===== config.mk =====
export PLATFORM = sky130hd
export DESIGN_NAME = lighting_step_ctrl
export DESIGN_NICKNAME = d
export VERILOG_FILES = /design/src/rtl/lighting_pkg.sv /design/src/rtl/button_debounce.sv /design/src/rtl/lighting_step_ctrl.sv
export SDC_FILE = /design/constraint.sdc
export NUM_CORES = 1
export LEC_CHECK = 0
export CAP_MARGIN = 30
export CELL_PAD_IN_SITES_DETAIL_PLACEMENT = 1
export CELL_PAD_IN_SITES_GLOBAL_PLACEMENT = 1
export CORE_UTILIZATION = 30
export DETAILED_ROUTE_END_ITERATION = 10
export HOLD_SLACK_MARGIN = 0.1
export PLACE_DENSITY_LB_ADDON = 0.1
export SLEW_MARGIN = 20
export SYNTH_ARGS = -nofsm -noshare
export SYNTH_HDL_FRONTEND = slang
export SYNTH_SLANG_ARGS = --single-unit

===== constraint.sdc =====
create_clock -name clk -period 4.94 [get_ports clk]
set_input_delay 1.235 -clock clk [delete_from_list [all_inputs] [get_ports clk]]
set_output_delay 1.235 -clock clk [all_outputs]
set_load 0.05 [all_outputs]

===== src/rtl/lighting_pkg.sv =====
// rtl/lighting_pkg.sv - shared state codes and default timing constants for the lighting step controller
package lighting_pkg;

  typedef enum logic [1:0] {
    ST_IDLE   = 2'b00,
    ST_MANUAL = 2'b01,
    ST_AUTO   = 2'b10,
    ST_HOLD   = 2'b11
  } state_t;

  localparam int DEB_CYCLES_DEF   = 4;
  localparam int DWELL_CYCLES_DEF = 8;
  localparam int CNT_W_DEF        = 16;

endpackage


===== src/rtl/button_debounce.sv =====
// rtl/button_debounce.sv - button synchroniser, debounce counter and clean-level edge detect
module button_debounce
  import lighting_pkg::*;
#(
  parameter int DEB_CYCLES = DEB_CYCLES_DEF,
  parameter int CNT_W      = CNT_W_DEF
) (
  input  logic clk,
  input  logic rst_n,
  input  logic btn_raw,
  output logic btn_clean,
  output logic rise,
  output logic fall
);

  // Last count value before the clean level is allowed to follow btn_s.
  localparam logic [CNT_W-1:0] DEB_LAST = CNT_W'(DEB_CYCLES - 1);

  logic             sync1;
  logic             btn_s;
  logic [CNT_W-1:0] deb_cnt;
  logic             clean_q;
  logic             clean_d1;

  // Two-flop synchroniser: btn_raw is asynchronous to clk.
  always_ff @(posedge clk or negedge rst_n) begin
    if (!rst_n) begin
      sync1 <= 1'b0;
      btn_s <= 1'b0;
    end else begin
      sync1 <= btn_raw;
      btn_s <= sync1;
    end
  end

  // Debounce: the clean level only follows btn_s after DEB_CYCLES of disagreement.
  always_ff @(posedge clk or negedge rst_n) begin
    if (!rst_n) begin
      deb_cnt <= '0;
      clean_q <= 1'b0;
    end else if (btn_s == clean_q) begin
      deb_cnt <= '0;
    end else if (deb_cnt == DEB_LAST) begin
      clean_q <= btn_s;
      deb_cnt <= '0;
    end else begin
      deb_cnt <= deb_cnt + 1'b1;
    end
  end

  // One-cycle-delayed copy of the clean level for edge detection.
  always_ff @(posedge clk or negedge rst_n) begin
    if (!rst_n) begin
      clean_d1 <= 1'b0;
    end else begin
      clean_d1 <= clean_q;
    end
  end

  assign btn_clean = clean_q;
  assign rise      = clean_q & ~clean_d1;
  assign fall      = ~clean_q & clean_d1;

endmodule


===== src/rtl/lighting_step_ctrl.sv =====
// rtl/lighting_step_ctrl.sv - manual/auto step sequencer driving the lighting datapath advance input
module lighting_step_ctrl
  import lighting_pkg::*;
#(
  parameter int DEB_CYCLES   = DEB_CYCLES_DEF,
  parameter int DWELL_CYCLES = DWELL_CYCLES_DEF,
  parameter int CNT_W        = CNT_W_DEF
) (
  input  logic       clk,
  input  logic       rst_n,
  input  logic       btn_raw,
  input  logic       auto_en,
  output logic       step,
  output logic       btn_clean,
  output logic [1:0] state
);

  localparam logic [CNT_W-1:0] DWELL_LAST = CNT_W'(DWELL_CYCLES - 1);

  state_t           state_q;
  state_t           state_d;
  logic [CNT_W-1:0] dwell_q;
  logic [CNT_W-1:0] dwell_d;
  logic             step_q;
  logic             step_d;
  logic             dwell_wrap;
  logic             counting;
  logic             rise;
  logic             fall;

  button_debounce #(
    .DEB_CYCLES (DEB_CYCLES),
    .CNT_W      (CNT_W)
  ) u_debounce (
    .clk       (clk),
    .rst_n     (rst_n),
    .btn_raw   (btn_raw),
    .btn_clean (btn_clean),
    .rise      (rise),
    .fall      (fall)
  );

  assign dwell_wrap = (dwell_q == DWELL_LAST);

  // Next state, step request and dwell update; leaving a state suppresses any coincident wrap step.
  always_comb begin
    state_d = state_q;
    step_d  = 1'b0;
    case (state_q)
      ST_IDLE: begin
        if (auto_en) begin
          state_d = ST_AUTO;
        end else if (rise) begin
          state_d = ST_MANUAL;
          step_d  = 1'b1;
        end
      end
      ST_MANUAL: begin
        if (fall) begin
          state_d = ST_IDLE;
        end else if (dwell_wrap) begin
          step_d = 1'b1;
        end
      end
      ST_AUTO: begin
        if (!auto_en) begin
          state_d = ST_IDLE;
        end else if (rise) begin
          state_d = ST_HOLD;
        end else if (dwell_wrap) begin
          step_d = 1'b1;
        end
      end
      ST_HOLD: begin
        if (!auto_en) begin
          state_d = ST_IDLE;
        end else if (rise) begin
          state_d = ST_AUTO;
        end
      end
      default: begin
        state_d = ST_IDLE;
      end
    endcase

    // Dwell runs only while staying in a stepping state; any entry starts it from zero.
    counting = (state_d == state_q) && ((state_q == ST_MANUAL) || (state_q == ST_AUTO));
    if (!counting) begin
      dwell_d = '0;
    end else if (dwell_wrap) begin
      dwell_d = '0;
    end else begin
      dwell_d = dwell_q + 1'b1;
    end
  end

  // State, dwell counter and registered step pulse.
  always_ff @(posedge clk or negedge rst_n) begin
    if (!rst_n) begin
      state_q <= ST_IDLE;
      dwell_q <= '0;
      step_q  <= 1'b0;
    end else begin
      state_q <= state_d;
      dwell_q <= dwell_d;
      step_q  <= step_d;
    end
  end

  assign step  = step_q;
  assign state = state_q;

endmodule


==> results.md <==
- Post-Synthesis Cells: 206
- Hold slack: 0.369 ns
- H-tree levels: 2
- Critical-path cell list: clkdlybuf4s50_1
- Dpl cells: 285
- Number of synthesized flops with an enable pin: 0
- Fin crit period: 2.99 ns
- Worst skew pair latency: 0.29 ns
- Clock buffer depth: 2
- Avg Cell Area, Syn: 10.0 µm²
- Number of buffers created by CTS: 5
- Arr. time, crit path: 1.76 ns
- Worst Path Required: 3.70 ns
- Initial antenna violation count: 0
- Setup TNS: 0 ns
- Clock power frac: 20.4%
- Yosys warning count: 0
- CP delay by family, top: buffers and inverters
- Initial core utilization: 31.7%
- First-pass GRT wire length: 8.05 mm
- Die area: 7200 µm²
- Max Cap Violations: 0
- Finish-stage setup viols: 0
- Leading cell type in the layout, fill and taps excluded: dfrtp_1
- Syn Nets: 218
- CTS sink count: 39
- ANT cells: 0
- Peak VDD IR: 0.000297 V
- Synth Area in XOR/XNOR: 12.3%
- Gr busiest metal: met2
- Starting DRT DRC Count: 74
- Final wirelength: 4.56 mm
- Complex-gate fraction of the synthesized area: 6.31%
- Vias: 1550
- Mux share of post-synthesis cell area: 0.546%
- Status: complete, no violations
- # rows: 29
- Leak pwr: 0.958 nW
- Register bit total from synthesis: 39
- Most used DFF post-synth: dfrtp_1
- Met3 usage: 3.11%
- WP buf/inv: 1
- Crit-path max FO: 9
- Slowest stage delay, CP: 0.88 ns
- Vias in the first global route: 1631
- Largest net degree at the start of global routing: 40
- Unrepaired setup endpoints after global routing: no
- Reg power frac: 36.7%
- Hold_buf cts: 0
- I/O pin cnt: 8
- Antenna Nets Post-Route: 0
- Sw Pwr: 0.000505 W
- Port Buffers: 7
- Slew margin rel.: 63.3%
- Synth Area in Simple Gates: 26.0%
- Worst path slowest cell: clkdlybuf4s50_1
- Final-layout fill cell count: 729
- Gate power share: 42.8%
- CP startpoint: state[0]$_DFF_PN0_
- Hold Startpoint: u_debounce.sync1$_DFF_PN0_
- Setup CP Type: reg2out
- Sw Ratio: 45.6%
- Number of vias per cell: 5.27
- Finished Layout Cells: 294
- Final worst slack: 1.95 ns
- FF-to-FF Start: state[0]$_DFF_PN0_
- Fin. Hold Viols: 0
- DP Wirelength: 3.17 mm
- Pwr per Cell Area: 479 nW/µm²
- Ys async rst share: 100%
- Clock transition at the registers of the reported paths: 0.09 ns
- GRT Residual Overflow: 0
- Core Footprint: 6490 µm²
- Die H: 84.9 µm
- Post-Place Worst Slack: 1.82 ns
- Met2 Resource Use GR: 22.5%
- Critical Path Start Type: register
- CTS resizes: 0
- Fmax: 334 MHz
- Chip width: 84.9 µm
- Post-synthesis adder-cell area fraction: 4.86%
- DRT Pass-1 Iters: 4
- Hold Path Class: reg2reg
- Fin nets: 228
- GRT Total Usage: 14.2%
- Tcrit/Tclk final: 60.6%
- Clock Skews: 0.00359 ns
- # Post-CTS Setup Buffers: 0
- CTS root buffer: clkbuf_8
- GR met1 Demand/Resource: 19.6%
- Most frequent cells in the layout: dfrtp_1 (39), nor2_1 (26), xor2_1 (18)
- Crit. End Element: output pin
- Area grow syn2layout: 12.1%
- Largest family of logic cells by synthesized area: simple AND/OR/NAND/NOR gates
- Placer Congestion: 0.826
- DRC: 0
- CTS tree: done
- Netlist cell types: 34
- Sequential fraction of the synthesis area: 47.4%
- Worst Tran Pin Value: 0.551 ns
- Synthesized area: 2060 µm²
- P_int: 0.000603 W
- DR WL/cell: 15.5 µm
- Max-slew violations: 0
- Fraction of layout cells with a size suffix above 1: 8.29%
logic make-up after synthesis:
family | after synthesis
AND/OR/NAND/NOR | 101
XOR/XNOR | 29
AO/OA/AOI/OAI | 16
buffers and inverters | 12
multiplexers | 1
adder cells (fa/ha/maj) | 8
flip-flops | 39
power by group through the flow:
stage | logic (W) | registers, W | clock network, W
2_1_floorplan | 0.000307 | 0.000449 | 0
3_3_place_gp | 0.000463 | 0.000410 | 0
3_5_place_dp | 0.000471 | 0.000413 | 0
4_1_cts | 0.000475 | 0.000407 | 0.000239
5_1_grt | 0.000526 | 0.000414 | 0.000255
6_report | 0.000474 | 0.000407 | 0.000226
sequential cells by signal, indices dropped and copies added, names as in the netlist:
signal and cells:
dwell_q 16, state 2, step 1, u_debounce.btn_clean 1, u_debounce.btn_s 1, u_debounce.clean_d1 1
u_debounce.deb_cnt 16, u_debounce.sync1 1
cell type report:
type	instances	area [µm²]	area share, %
Multi-Input combinational cell	155	1030	44.6
Sequential cell	39	976	42.2
Tap cell	77	96.3	4.17
Timing Repair Buffer	9	92.6	4.01
Clock buffer	5	68.8	2.98
Clock inverter	3	23.8	1.03
Inverter	6	22.5	0.975
path summary, 6_finish.rpt:
| kind | end | slack (ns) | cells after the start |
|---|---|---|---|
| min in group asynchronous | dwell_q[2]$_DFF_PN0_ | 0.78 | 1 |
| setup reg to reg | dwell_q[11]$_DFF_PN0_ | 2.65 | 5 |
| hold / removal | u_debounce.btn_s$_DFF_PN0_ | 0.37 | 0 |
| hold reg to reg | u_debounce.btn_s$_DFF_PN0_ | 0.37 | 0 |
| max in group asynchronous | u_debounce.deb_cnt[10]$_DFF_PN0_ | 3.72 | 2 |
| setup / recovery | state[0] | 1.95 | 1 |
cells in the mapped netlist, types with 4 or more instances:
| cell | number | area share [%] |
|---|---|---|
| and3_1 | 5 | 1.5 |
| and4_1 | 4 | 1.7 |
| dfrtp_1 | 39 | 47 |
| ha_1 | 8 | 4.9 |
| inv_1 | 6 | 1.1 |
| nand2_1 | 16 | 2.9 |
| nand3_1 | 10 | 2.4 |
| nand4_1 | 9 | 2.7 |
| nor2_1 | 26 | 4.7 |
| nor3_1 | 8 | 1.9 |
| nor4_1 | 15 | 4.6 |
| xnor2_1 | 11 | 4.7 |
| xor2_1 | 18 | 7.7 |
routing by layer:
metal,wire (µm),vias up
met1,2350,775
met4,60,0
met5,0,-
li1,-,751
met2,2050,17
met3,108,7
stage by stage:
step,util [%],area (µm²),power [W]
2_1_floorplan,-,2060,0.000756
3_3_place_gp,33.8,2200,0.000873
3_5_place_dp,33.8,2200,0.000884
4_1_cts,35.3,2290,0.00112
5_1_grt,35.6,2310,0.00119
6_report,35.6,2310,0.00111
Power figures use the tool's default switching activity.
